==> config.mk <==
export PLATFORM = sky130hd
export DESIGN_NAME = fetch_stage
export DESIGN_NICKNAME = d
export VERILOG_FILES = /design/src/rtl/fetch_stage.sv
export SDC_FILE = /design/constraint.sdc
export NUM_CORES = 1
export LEC_CHECK = 0
export BUFFER_PORTS_ARGS = -buffer_cell sky130_fd_sc_hd__buf_2
export CAP_MARGIN = 40
export CORE_ASPECT_RATIO = 0.75
export CORE_UTILIZATION = 36
export CTS_CLUSTER_SIZE = 30
export DETAILED_ROUTE_END_ITERATION = 10
export GPL_ROUTABILITY_DRIVEN = 1
export GPL_TIMING_DRIVEN = 1
export HOLD_SLACK_MARGIN = 0.05
export SETUP_SLACK_MARGIN = 0.2
export SYNTH_ARGS = -nofsm -noshare
export SYNTH_HDL_FRONTEND = slang
export SYNTH_SLANG_ARGS = --single-unit
export TNS_END_PERCENT = 50
==> constraint.sdc <==
create_clock -name clk -period 6.9 [get_ports clk]
set_input_delay 1.38 -clock clk [delete_from_list [all_inputs] [get_ports clk]]
set_output_delay 1.38 -clock clk [all_outputs]
set_load 0.01 [all_outputs]
==> src/rtl/fetch_stage.sv <==
// -----------------------------------------------------------------------------
// fetch_stage
//
// Instruction fetch stage feeding the control decoder. Holds the PC, issues a
// single outstanding read to instruction memory, buffers the returned word and
// computes the next PC from the decoder's selects once the buffered
// instruction is consumed.
//
// Handshake: imem_req/imem_addr are held stable from the cycle the request is
// raised until the cycle imem_ready is seen high; the word on imem_rdata is
// taken only in a cycle with imem_req & imem_ready. The buffered instruction
// is consumed in any cycle where instr_valid=1 and stall=0; the decoder
// selects, branch_taken, imm and rs_val are sampled only in that cycle.
//
// Ports:
//   clk, rst_n            clock (rising edge), async active-low reset
//   imem_req, imem_addr   fetch request / word-aligned fetch address
//   imem_ready, imem_rdata memory accept strobe / returned instruction word
//   instr, op, fn         buffered instruction and its decoder fields
//   pc_out, pc_plus4      address of buffered instruction and its successor
//   instr_valid           instr holds an unconsumed instruction
//   stall                 downstream not ready, hold everything
//   selbrjumpz, selpctype decoder next-PC selects
//   branch_taken          comparator result for conditional branches
//   imm                   sign-extended word offset for branches
//   rs_val                register target for JR
//   addr_err              sticky misaligned-target flag
// -----------------------------------------------------------------------------
module fetch_stage #(
    parameter logic [31:0] RESET_PC = 32'h0000_0000,
    parameter int          DATA_W   = 32
) (
    input  logic              clk,
    input  logic              rst_n,
    output logic              imem_req,
    output logic [DATA_W-1:0] imem_addr,
    input  logic              imem_ready,
    input  logic [DATA_W-1:0] imem_rdata,
    output logic [DATA_W-1:0] instr,
    output logic [5:0]        op,
    output logic [5:0]        fn,
    output logic [DATA_W-1:0] pc_out,
    output logic [DATA_W-1:0] pc_plus4,
    output logic              instr_valid,
    input  logic              stall,
    input  logic [1:0]        selbrjumpz,
    input  logic [1:0]        selpctype,
    input  logic              branch_taken,
    input  logic [DATA_W-1:0] imm,
    input  logic [DATA_W-1:0] rs_val,
    output logic              addr_err
);

    typedef enum logic [1:0] {
        S_IDLE  = 2'd0,
        S_FETCH = 2'd1,
        S_FULL  = 2'd2,
        S_ERR   = 2'd3
    } state_t;

    state_t            state;
    logic [DATA_W-1:0] pc_q;
    logic [DATA_W-1:0] instr_q;
    logic              req_q;
    logic              valid_q;
    logic              err_q;
    logic [DATA_W-1:0] next_pc;

    assign imem_req    = req_q;
    assign imem_addr   = pc_q;
    assign pc_out      = pc_q;
    assign pc_plus4    = pc_q + 32'd4;      // wraps modulo 2^32
    assign instr       = instr_q;
    assign op          = instr_q[31:26];
    assign fn          = instr_q[5:0];
    assign instr_valid = valid_q;
    assign addr_err    = err_q;

    // Next-PC selection. Only the taken PC-relative branch and the two jump
    // forms redirect; every other select combination falls through to pc+4.
    always_comb begin
        next_pc = pc_plus4;
        case (selbrjumpz)
            2'b10: begin
                if (selpctype == 2'b00 && branch_taken)
                    next_pc = pc_plus4 + (imm << 2);
            end
            2'b01: begin
                if (selpctype == 2'b01)
                    next_pc = rs_val;
                else if (selpctype == 2'b10)
                    next_pc = {pc_plus4[31:28], instr_q[25:0], 2'b00};
            end
            default: next_pc = pc_plus4;
        endcase
    end

    // Control FSM. imem_req and instr_valid are registered alongside the
    // state so they are exactly (state==FETCH) and (state==FULL).
    always_ff @(posedge clk or negedge rst_n) begin
        if (!rst_n) begin
            state   <= S_IDLE;
            pc_q    <= RESET_PC;
            instr_q <= '0;
            req_q   <= 1'b0;
            valid_q <= 1'b0;
            err_q   <= 1'b0;
        end else begin
            case (state)
                S_IDLE: begin
                    state <= S_FETCH;
                    req_q <= 1'b1;
                end
                S_FETCH: begin
                    if (imem_ready) begin
                        instr_q <= imem_rdata;
                        req_q   <= 1'b0;
                        valid_q <= 1'b1;
                        state   <= S_FULL;
                    end
                end
                S_FULL: begin
                    if (!stall) begin
                        valid_q <= 1'b0;
                        // A misaligned target never gets fetched; the PC stays
                        // on the offending instruction for debug.
                        if (next_pc[1:0] != 2'b00) begin
                            err_q <= 1'b1;
                            state <= S_ERR;
                        end else begin
                            pc_q  <= next_pc;
                            req_q <= 1'b1;
                            state <= S_FETCH;
                        end
                    end
                end
                S_ERR: begin
                    req_q   <= 1'b0;
                    valid_q <= 1'b0;
                    err_q   <= 1'b1;
                end
                default: begin
                    state <= S_IDLE;
                    req_q <= 1'b0;
                end
            endcase
        end
    end

endmodule

* After elaboration in Yosys (flattened, before gate mapping)
Cells that the tools add are included.
** Cells by class
- Add/subtract/negate cells :: 2
- Bitwise logic cells :: 2
- Reductions and logical operators :: 13
- Equality and inequality tests :: 11
- Muxes and demuxes :: 18
** Operators by type and width (count)
- two-way mux 32 bit :: 2
- case mux 32 bit (2 select lines) :: 1
- adder 32 x 3 -> 32 bit, second input constant :: 1
- adder 32 bit :: 1
- two-way mux 28 bit :: 1
- AND reduction 3 bit :: 5
- == test 2 bit, second input constant :: 4
- inequality test 2 bit, second input constant :: 4
- two-way mux 1 bit :: 7
- == test 2 x 1 -> 1 bit, second input constant :: 3
- two-way mux 2 bit :: 3
- case mux 2 bit (3 select lines) :: 1
- nonzero test 3 bit :: 2
- logical NOT 2 bit :: 2
- case mux 1 bit (4 select lines) :: 1
- nonzero test 2 bit :: 2
- case mux 1 bit (3 select lines) :: 1
- inverter 1 bit :: 2
- case mux 1 bit (2 select lines) :: 1
- AND reduction 2 bit :: 1
- logical AND 1 bit :: 1
** Storage, ports and cells
- Word-level logic and storage cells :: 52
- Output and inout bits :: 143
- Register bits after elaboration :: 69
- Input port bits :: 105

* Logic depth before layout (Yosys ltp)
- Word-level depth :: 8
- Gate-level depth with buffers :: 17
- Depth with buffers taken out :: 15

* Worst setup path after synthesis
OpenSTA, ideal clock, no wires.
- Path kind :: reg-to-reg
- Start point :: reg pc_q[5] (netlist: imem_addr[5])
- End point :: reg pc_q[31] (netlist: imem_addr[31])
- Cell stages (with the launch flop) :: 16
- Required time :: 6774 ps
- Period minus slack after synthesis :: 3583 ps
- Library setup time :: 126 ps
- Path slack :: 3317 ps
- Arrival :: 3457 ps
- Cells stage by stage :: dfrtp_1 > and3_1 > and4_1 > clkbuf_2 > nand3b_1 > nor2_2 > and3_1 > xor2_1 > ha_1 > and2_1 > nand3_1 > nor2_1 > a211oi_1 > a21oi_1 > nand3b_1 > a221o_1
** Between the ends
- Word-level cells in the longest chain between the ends :: 4
- Elaborated cells between the ends (all ways) :: 5
- Classes of those cells :: add/sub (2); mux (3)
** RTL lines
- start, declared :: RTL line 62 : logic [DATA_W-1:0] pc_q;
- start signal, assigned :: RTL line 131 : pc_q <= next_pc;
- adder 32 x 3 -> 32 bit :: RTL line 72 : assign pc_plus4 = pc_q + 32'd4;
- net pc_plus4[28] :: RTL line 43 : output logic [DATA_W-1:0] pc_plus4,
- adder 32 bit :: RTL line 86 : next_pc = pc_plus4 + (imm << 2);
- two-way mux 32 bit :: RTL line 85 : if (selpctype == 2'b00 && branch_taken)
- case mux 32 bit (2 select lines) :: RTL line 83 : case (selbrjumpz)
The timed path passes the listed nets, and every way through them passes these cells.
A chain may end at the register's enable or synchronous reset.

* Worst setup path after layout
- Start point :: reg pc_q[2] (netlist: imem_addr[2])
- End point :: reg pc_q[27] (netlist: imem_addr[27])
** Between the ends
- Word-level cells in the longest chain between the ends :: 4
- Elaborated cells between the ends (all ways) :: 6
- Classes of those cells :: add/sub (2); mux (4)
** RTL lines (RTL line)
- adder 32 x 3 -> 32 bit (*) :: 72
- adder 32 bit / two-way mux 28 bit (equally long branches) :: 86, 91
- two-way mux 32 bit, on equally long branches :: 85, 89
- case mux 32 bit (2 select lines) (*) :: 83
Mark *: on every way between the ends. The rest lies on a longest branch, timed or not.

==> results_dict.tcl <==
set metrics [dict create \
    path_class "reg -> reg" \
    cts_resized 0 \
    grt_pass1_vias 5586 \
    synth_compound_area_frac 0.225 \
    fillCellCount 1657 \
    status "complete, no violations" \
    cts_tree "done" \
    synth_commonest_cells "dfrtp_1, nor2_1, nand2_1" \
    dp_slack_ns 2.74 \
    synthFlopType "dfrtp_1" \
    area_delta_synth_final_pct 22.3 \
    synthSimpleGateAreaFrac 0.168 \
    yosys.area.top_type "dfrtp_1" \
    clock-sinks 69 \
    hold_viol_final 0 \
    grt_antenna_before_repair 0 \
    grt_first_pass_wirelength_um 32200 \
    worstReg2RegEnd "imem_addr[27]$_DFFE_PN0P_" \
    synth_fa_ha_area_frac 0.0887 \
    yosysMostFrequentCell "dfrtp_1" \
    core_mm2 0.0164 \
    crit_path_max_fanout 7 \
    layout-drive-gt1-share 0.347 \
    worstHoldStart "addr_err$_DFFE_PN0P_" \
    synth-seq-area-share 0.281 \
    setup_tns_ns 0 \
    met3_length_um 1810 \
    setup_viol 0 \
    portBuffers 245 \
    postCtsSetupBuffers 0 \
    fin_crit_sh 0.620 \
    start_kind "register" \
    irDropWorstVdd_mv 0.206 \
    crit_arrival_ns 4.49 \
    synth_area_leaders "dfrtp_1, ha_1, mux2_2" \
    fin_nets 1057 \
    grt_max_degree 42 \
    wl_per_cell_um 18.7 \
    dr.first_iter.drc_count 434 \
    dr_total_vias 6107 \
    r2r-start "imem_addr[2]$_DFFE_PN0P_" \
    wl_met2_um 8300 \
    slew_headroom 0.557 \
    power_density_mw_per_mm2 409 \
    whs_path_depth 2 \
    max_stage_delay_ns 0.45 \
    synth_top_family_by_area "compound AO/OA/AOI/OAI gates" \
    drt_wl_total_um 21000 \
    die_h_um 115 \
    ys_async_sr_fraction 1.00 \
    cts_inserted_buffers 9 \
    synthCells 723 \
    avgSynthCellArea_um2 8.50 \
    drcViolationCount 0 \
    clk_pin_slew_ns 0.06 \
    max_freq_mhz 234 \
    final_util 0.459 \
    rsz0062_at_grt "no" \
    worst_slew_pin_slew_ns 0.665 \
    setup_ws_ns 2.62 \
    grt_use_total 0.239 \
    yosys_warnings 0 \
    power_uw 3070 \
    cpMaxStageDelayCell "dfrtp_1" \
    synth_cell_type_count 69 \
    syn_nets 871 \
    firstDrtPassIters 6 \
    hold_end "addr_err$_DFFE_PN0P_" \
    synth-seq-cells 69 \
    worstRegToRegCells 14 \
    fin_hold_ws_ns 0.471 \
    dieWidth_um 153 \
    clock_latency_ns 0.34 \
    synth-xor-area-share 0.0727 \
    overflow 0 \
    ant_nets 0 \
    n_antenna_cell 0 \
    cp-end-kind "register" \
    post-dp-hpwl_um 16600 \
    hold_buffers 0 \
    highest_layer "met4" \
    leakage_uw 0.00363 \
    cts-root-buf "clkbuf_16" \
    vias_per_cell 5.45 \
    fp-row-count 40 \
    netlist.area_leader.share 0.281 \
    clock_skew_ns 0.00664 \
    finalMaxSlewViolations 0 \
    cp_cell_sequence "ha_1 -> and4_1 -> nand3b_1 -> nor2_1 -> xor2_1 -> ha_1 -> a21oi_1 -> o21bai_1 -> a21oi_1 -> o21ai_0 -> a222oi_1 -> nor2_1 -> a221oi_1 -> o21ai_0" \
    min_period_ns 4.28 \
    num_io_pins 248 \
    syn-cell-area_mm2 0.00615 \
    drv_cap 0 \
    cp_data_required_time_ns 7.11 \
    htreeDepth 3 \
    wl_met1_um 10700 \
    min_path_type "reg -> reg" \
    dieArea_mm2 0.0176 \
    clockBufferDepth 2 \
    synth.area.mux_share 0.0706 \
    synth_edf_count 0 \
    r2r_setup_slack_ns 2.62 \
    initial_core_util 0.376 \
    place_congestion 0.931 \
]
==> cells in the final DEF (no fill, tap or decap), types with 9 or more instances in the layout <==
master / instances
a21oi_1: 48
a221oi_1: 12
a22oi_1: 17
buf_2: 244
clkbuf_16: 9
dfrtp_1: 69
ha_1: 42
inv_1: 26
mux2_2: 35
nand2_1: 63
nand3_1: 15
nand4_1: 10
nor2_1: 64
o21ai_0: 48
xnor2_1: 35
xor2_1: 16
==> how the worst max path moves through the flow <==
| stage | start | to | slack, ns | depth (start not counted) |
|---|---|---|---|---|
| 6_report | imem_addr[2]$_DFFE_PN0P_ | imem_addr[27]$_DFFE_PN0P_ | 2.62 | 14 |
| 5_1_grt | imem_addr[4]$_DFFE_PN0P_ | imem_addr[22]$_DFFE_PN0P_ | 2.33 | 14 |
| 4_1_cts | imem_addr[2]$_DFFE_PN0P_ | pc_plus4[28] | 2.68 | 7 |
| 3_5_place_dp | imm[0] | imem_addr[22]$_DFFE_PN0P_ | 2.74 | 13 |
| 3_3_place_gp | selbrjumpz[1] | imem_addr[29]$_DFFE_PN0P_ | 2.36 | 13 |
| 2_1_floorplan | imem_addr[5]$_DFFE_PN0P_ | imem_addr[31]$_DFFE_PN0P_ | 3.32 | 15 |
==> registers in the layout (all words and copies together), names as in the netlist <==
register / cells
imem_addr: 32
instr: 32
state: 2
addr_err: 1
imem_req: 1
instr_valid: 1
==> cell families after synthesis <==
group / count (synthesis)
multiplexers: 39
adder cells (fa/ha/maj): 43
XOR/XNOR: 51
AND/OR/NAND/NOR: 207
flip-flops: 69
AO/OA/AOI/OAI: 209
buffers and inverters: 105
==> cell type report <==
cell class / count / area (um^2) / area share
inverters: 26 / 97.6 / 0.0130
multi-input cells: 549 / 3840 / 0.511
clock inverters: 3 / 15.0 / 0.00200
flip-flops and latches: 69 / 1730 / 0.230
clock buffers: 10 / 239 / 0.0318
well taps: 210 / 263 / 0.0350
repair buffers: 254 / 1330 / 0.177
==> metal layers <==
metal / global-route usage / vias up
li1: - / 2962
met1: 0.374 / 2868
met2: 0.327 / 263
met3: 0.0460 / 14
met4: 0.0599 / 0
met5: 0 / -
==> where the power goes <==
part | switching, uW | leakage, uW | internal, uW | total, uW
clock network | 172 | 0.000130 | 245 | 417
registers | 242 | 0.000843 | 584 | 826
logic | 1050 | 0.00265 | 776 | 1830
total | 1470 | 0.00363 | 1600 | 3070
==> worst max-delay path: cells and delay by family (launching register included) <==
| kind | cells | cell delay [ns] |
|---|---|---|
| AND/OR/NAND/NOR | 4 | 1.10 |
| AO/OA/AOI/OAI | 7 | 1.52 |
| XOR/XNOR | 1 | 0.39 |
| flip-flops | 1 | 0.45 |
| adder cells (fa/ha/maj) | 2 | 0.70 |
==> per-stage QoR <==
| step | std cells | cell area [um^2] |
|---|---|---|
| after detailed placement | 1108 | 7260 |
| after global routing | 1121 | 7520 |
| after global placement | 1105 | 7200 |
| after CTS | 1121 | 7520 |
| final | 1121 | 7520 |
| after floorplan | 723 | 6150 |
No activity file was read; power rests on OpenSTA's default activity.
